### src/rtl/encoder4_2_sync_if.sv
// Request/handshake bundle for the registered 4-to-2 priority encoder.
// The master side drives the request lines and ack, and the slave side drives the result.
interface encoder4_2_sync_if;
    logic [3:0] in_n;
    logic       ack;
    logic [1:0] code;
    logic       valid;
    logic       multi;
    logic       busy;

    modport master (
        output in_n,
        output ack,
        input  code,
        input  valid,
        input  multi,
        input  busy
    );

    modport slave (
        input  in_n,
        input  ack,
        output code,
        output valid,
        output multi,
        output busy
    );
endinterface

### src/rtl/encoder4_2_sync.sv
// Debounced, registered 4-to-2 priority encoder with a valid/ack handshake.
// It reports one event per press. Defining ENC_SYNC_EN adds a 2-flop input synchronizer.
module encoder4_2_sync #(
    parameter int unsigned DEB_CYCLES = 4,
    parameter int unsigned CNT_W      = 16
) (
    input  logic               clk,
    input  logic               rst_n,
    encoder4_2_sync_if.slave   bus
);

    typedef enum logic [1:0] {
        ST_IDLE     = 2'b00,
        ST_DEBOUNCE = 2'b01,
        ST_VALID    = 2'b10,
        ST_RELEASE  = 2'b11
    } state_t;

    localparam logic [CNT_W-1:0] CNT_LAST = CNT_W'(DEB_CYCLES - 1);

    // The highest active index wins.
    function automatic logic [1:0] prio_code(input logic [3:0] act);
        logic [1:0] c;
        if (act[3]) begin
            c = 2'd3;
        end else if (act[2]) begin
            c = 2'd2;
        end else if (act[1]) begin
            c = 2'd1;
        end else begin
            c = 2'd0;
        end
        return c;
    endfunction

    function automatic logic more_than_one(input logic [3:0] act);
        return ((act & (act - 4'd1)) != 4'd0);
    endfunction

    state_t           state_q, state_d;
    logic [CNT_W-1:0] cnt_q, cnt_d;
    logic [3:0]       cap_q, cap_d;
    logic [1:0]       code_q, code_d;
    logic             multi_q, multi_d;
    logic             valid_q, valid_d;
    logic             busy_q, busy_d;
    logic [3:0]       samp_s;
    logic [3:0]       active_s;

`ifdef ENC_SYNC_EN
    logic [3:0] sync1_q;
    logic [3:0] sync2_q;

    // Two-flop synchronizer for asynchronous switch lines
    always_ff @(posedge clk) begin
        if (!rst_n) begin
            sync1_q <= 4'b1111;
            sync2_q <= 4'b1111;
        end else begin
            sync1_q <= bus.in_n;
            sync2_q <= sync1_q;
        end
    end

    assign samp_s = sync2_q;
`else
    assign samp_s = bus.in_n;
`endif

    assign active_s = ~samp_s;

    // Next-state, debounce counter and result capture
    always_comb begin
        state_d = state_q;
        cnt_d   = cnt_q;
        cap_d   = cap_q;
        code_d  = code_q;
        multi_d = multi_q;
        case (state_q)
            ST_IDLE: begin
                if (active_s != 4'd0) begin
                    cap_d   = samp_s;
                    cnt_d   = '0;
                    state_d = ST_DEBOUNCE;
                end else begin
                    state_d = ST_IDLE;
                end
            end
            ST_DEBOUNCE: begin
                if (samp_s != cap_q) begin
                    if (active_s == 4'd0) begin
                        state_d = ST_IDLE;
                    end else begin
                        cap_d = samp_s;
                        cnt_d = '0;
                    end
                end else if (cnt_q == CNT_LAST) begin
                    state_d = ST_VALID;
                    code_d  = prio_code(~cap_q);
                    multi_d = more_than_one(~cap_q);
                end else begin
                    cnt_d = cnt_q + {{(CNT_W-1){1'b0}}, 1'b1};
                end
            end
            ST_VALID: begin
                if (bus.ack) begin
                    state_d = ST_RELEASE;
                end else begin
                    state_d = ST_VALID;
                end
            end
            ST_RELEASE: begin
                // Held lines must be fully released before a new press can register.
                if (active_s == 4'd0) begin
                    state_d = ST_IDLE;
                end else begin
                    state_d = ST_RELEASE;
                end
            end
            default: begin
                state_d = ST_IDLE;
                cnt_d   = '0;
                cap_d   = 4'b1111;
            end
        endcase
        valid_d = (state_d == ST_VALID);
        busy_d  = (state_d != ST_IDLE);
    end

    // State and output registers with synchronous active-low reset
    always_ff @(posedge clk) begin
        if (!rst_n) begin
            state_q <= ST_IDLE;
            cnt_q   <= '0;
            cap_q   <= 4'b1111;
            code_q  <= 2'b00;
            multi_q <= 1'b0;
            valid_q <= 1'b0;
            busy_q  <= 1'b0;
        end else begin
            state_q <= state_d;
            cnt_q   <= cnt_d;
            cap_q   <= cap_d;
            code_q  <= code_d;
            multi_q <= multi_d;
            valid_q <= valid_d;
            busy_q  <= busy_d;
        end
    end

    assign bus.code  = code_q;
    assign bus.multi = multi_q;
    assign bus.valid = valid_q;
    assign bus.busy  = busy_q;

endmodule

### src/flat_wrapper.sv
// flat-port wrapper written by rule: the top's interface ports become plain ports
module encoder4_2_sync_flat 
#(
    parameter int unsigned DEB_CYCLES = 4,
    parameter int unsigned CNT_W      = 16
)
  (clk, rst_n, bus_in_n, bus_ack, bus_code, bus_valid, bus_multi, bus_busy);
  encoder4_2_sync_if bus_i ();
  input  logic clk;
  input  logic rst_n;
  input wire logic [$bits(bus_i.in_n)-1:0] bus_in_n;
  input wire logic [$bits(bus_i.ack)-1:0] bus_ack;
  output wire logic [$bits(bus_i.code)-1:0] bus_code;
  output wire logic [$bits(bus_i.valid)-1:0] bus_valid;
  output wire logic [$bits(bus_i.multi)-1:0] bus_multi;
  output wire logic [$bits(bus_i.busy)-1:0] bus_busy;
  assign bus_i.in_n = bus_in_n;
  assign bus_i.ack = bus_ack;
  assign bus_code = bus_i.code;
  assign bus_valid = bus_i.valid;
  assign bus_multi = bus_i.multi;
  assign bus_busy = bus_i.busy;
  encoder4_2_sync #(.DEB_CYCLES(DEB_CYCLES), .CNT_W(CNT_W)) u_core (.clk(clk), .rst_n(rst_n), .bus(bus_i));
endmodule
### config.mk
export PLATFORM = sky130hd
export DESIGN_NAME = encoder4_2_sync_flat
export DESIGN_NICKNAME = d
export VERILOG_FILES = /design/src/rtl/encoder4_2_sync_if.sv /design/src/rtl/encoder4_2_sync.sv /design/src/flat_wrapper.sv
export SDC_FILE = /design/constraint.sdc
export NUM_CORES = 1
export LEC_CHECK = 0
export BUFFER_PORTS_ARGS = -buffer_cell sky130_fd_sc_hd__buf_2
export CAP_MARGIN = 10
export CORE_UTILIZATION = 45
export CTS_BUF_LIST = sky130_fd_sc_hd__clkbuf_4 sky130_fd_sc_hd__clkbuf_8 sky130_fd_sc_hd__clkbuf_16
export DETAILED_ROUTE_END_ITERATION = 10
export MAX_ROUTING_LAYER = met4
export PLACE_DENSITY = 0.72
export SLEW_MARGIN = 20
export SYNTH_ARGS = -nofsm -noshare
export SYNTH_HDL_FRONTEND = slang
export SYNTH_SLANG_ARGS = --single-unit
export TNS_END_PERCENT = 10
### constraint.sdc
create_clock -name clk -period 4.6 [get_ports clk]
set_input_delay 0.46 -clock clk [delete_from_list [all_inputs] [get_ports clk]]
set_output_delay 0.46 -clock clk [all_outputs]
set_load 0.01 [all_outputs]
==> metrics.md <==
| Metric | Value |
|---|---|
| Status | `finished, final reports clean` |
| GR met1 Demand/Resource | `28.3%` |
| Top cells by area, synth | `dfxtp_1 (38%), nand2_1 (6.6%), mux2i_1 (4.2%)` |
| Fmax | `between 400 and 500 MHz` |
| CP endpoint kind | `flip-flop` |
| Tcrit/Tclk final | `between 40% and 50%` |
| Seq/Total Area, Yosys | `a little under two fifths` |
| Row Count | `20` |
| Antenna Cells | `0` |
| Slowest CP cell | `a21o_1` |
| Die X | `58.3 µm` |
| Reg2reg end | `u_core.cnt_q[13]` |
| Asr flop ratio synth | `0%` |
| Final #Nets | `roughly 190` |
| Most common cell in the synthesized netlist | `dfxtp_1` |
| Fin Setup TNS | `0 ns` |
| Post-DR wirelength/cell | `13.7 µm` |
| Mapped cell area | `around 1400 µm²` |
| Hold Path Origin | `bus_in_n[3]` |
| Via/cell ratio | `roughly 6` |
| Placed Area | `~1500 µm²` |
| H-tree levels | `1` |
| Yosys reg bits | `27` |
| Fraction of layout cells with a size suffix above 1 | `between 10% and 20%` |
| Hold WC Path Type | `in2reg` |
| Hold endpoint | `u_core.cap_q[3]` |
| # setup viols final | `0` |
| Antenna-violating nets left | `0` |
| Max rail drop VDD | `between 0.0001 and 0.00015 V` |
| DRC | `0` |
| Vias in the first global route | `about 1200` |
| Largest area contributor in the netlist | `dfxtp_1` |
| Grt ovf | `0` |
| Yosys top cell area share | `37.9%` |
| CP Launch Type | `flip-flop` |
| Post-Route Skew | `0.0111 ns` |
| Tmin final | `2.09 ns` |
| Post-Syn Area per Cell | `around 8.4 µm²` |
| IO Pins | `12` |
| GP Congestion | `around 0.83` |
| Ys Warns | `0` |
| Critical Path AT | `2.33 ns` |
| Postcts setup bufs | `0` |
| Hold Path Stages | `3` |
| CTS Root Cell | `clkbuf_4` |
| Vias post-DR | `~1300` |
| Clk slew on worst S/H paths | `approximately 0.14 ns` |
| Top post-synthesis cells by count | `dfxtp_1 (27), nand2_1 (25), nand3_1 (12)` |
| Initial DRC Count | `53` |
| Final Core Density | `between 50 and 60%` |
| Die area | `approximately 3400 µm²` |
| Synth Flop Type | `dfxtp_1` |
| R2R setup slack | `between 2 and 3 ns` |
| GRT Util Overall | `between 20% and 30%` |
| Worst EP required | `4.85 ns` |
| Die Y | `just under 60 µm` |
| Clock sink count | `27` |
| # hold bufs at CTS | `0` |
| TritonCTS Buffers | `3` |
| Power per Cell Area | `256 nW/µm²` |
| R2R Path Start | `u_core.cap_q[1]` |
| Crit path kind | `reg2reg` |
| First-pass GRT wire length | `between 5 and 6 mm` |
| DP HPWL | `approximately 2.2 mm` |
| Met3 global-route usage | `about 2.6%` |
| EDFF count, synth | `0` |
| Skew-Pair Late Insertion Delay | `~0.33 ns` |
| Relative slew slack | `64.5%` |
| RSZ-0062 raised after global routing | `no` |
| Core area | `around 3000 µm²` |
| Drt pass-1 iters | `4` |
| R2R depth | `5` |
| IO buf count | `11` |
| GR peak layer | `met2` |
| Area Growth Syn to Fin | `6.75%` |
| CP Cell Sequence | `xnor2_1 -> and4_1 -> a21o_1 -> nand2_1 -> a311oi_1` |
| Max-slew violation count | `0` |
| Total power | `between 300 and 400 µW` |
| Post-synth net total | `between 150 and 200` |
| Initial Util | `a little under half` |
| Synth cell types | `40` |
| Fillers | `308` |
| Actual slew at the worst max-slew pin | `0.526 ns` |
| Design area | `around 1500 µm²` |
| Maximum clock path buffer count | `2` |
| Met2 usage | `around 33%` |
| Leakage | `between 0.0005 and 0.0006 µW` |
| CTS tree | `yes` |
| Largest net degree at the start of global routing | `18` |
| Final WL | `between 3 and 4 mm` |
| Initial antenna violation count | `0` |
| Max-cap viol count | `0` |
| Final hold violations | `0` |
| Crit-path max FO | `17` |
| CP max stage delay | `just over 0.5 ns` |
| Cell count after synthesis | `170` |
| Cts repair resizes | `0` |
## routing by layer
layer,vias to the layer above,wire (µm)
met5,-,0
met4,0,49
met3,7,135
met2,44,1410
met1,604,1450
li1,653,-
## area by class of cell
type	count	area, µm²	area share, %
clock buffer	4	30.0	1.97
timing repair buffer	11	55.1	3.62
multi-input combinational	130	820	53.8
tap	44	55.1	3.62
sequential	27	541	35.5
inverter	6	22.5	1.48
## flip-flops by register name (all words and copies together), names as in the netlist
signal,cells
u_core.bus.busy,1
u_core.bus.code,2
u_core.bus.multi,1
u_core.bus.valid,1
u_core.cap_q,4
u_core.cnt_q,16
u_core.state_q,2
## critical path: cells and delay by family (launching register included)
| family | cells | cell delay (ns) |
|---|---|---|
| XOR/XNOR | 1 | 0.17 |
| AO/OA/AOI/OAI | 2 | 0.79 |
| flip-flops | 1 | 0.44 |
| AND/OR/NAND/NOR | 2 | 0.60 |
## cells in the final DEF, fill, tap and decap left out, types with 5 or more instances in the layout
cell / instances
nand4_1: 7
nand3_1: 12
nand2_1: 25
o2111ai_1: 5
o21ai_0: 5
nor2_1: 11
nand2b_1: 5
mux2i_1: 6
inv_1: 5
a21oi_1: 6
buf_2: 11
dfxtp_1: 27
## cell families (layout without fill, tap and decap cells)
logic type	count (synthesis)	in the layout	synth area share (%)
buffers and inverters	13	21	4.65
AOI/OAI and AO/OA	37	37	19.5
adders and majority gates	2	2	1.58
and+or+nand+nor	79	79	28.5
muxes	6	6	4.21
DFF	27	27	37.9
xor gates and xnor gates	6	6	3.68
## power by group
part           internal, µW  leakage [µW]  total [µW]  switching, µW
sequential              238      0.000219         244           5.45
clock                  40.0     0.0000184         109           69.0
combinational          12.5      0.000313        36.9           24.4
total                   291      0.000551         389           98.8
## how the worst max path moves through the flow
stage                          from          endpoint
finish              u_core.cap_q[1]  u_core.cnt_q[13]
global route        u_core.cap_q[3]  u_core.cnt_q[13]
CTS                 u_core.cap_q[1]  u_core.cnt_q[13]
detailed placement      bus_in_n[0]  u_core.cnt_q[13]
global placement        bus_in_n[0]  u_core.cnt_q[13]
floorplan               bus_in_n[0]   u_core.cnt_q[6]
## through the flow
step                      setup slack, ns  std cells  hold slack [ns]
after floorplan                      2.88        170            0.461
after global placement               2.48        218            0.455
after detailed placement             2.39        218            0.457
after CTS                            2.56        222            0.383
after global routing                 2.29        222            0.386
final                                2.51        222            0.379
Power figures use the tool's default switching activity.
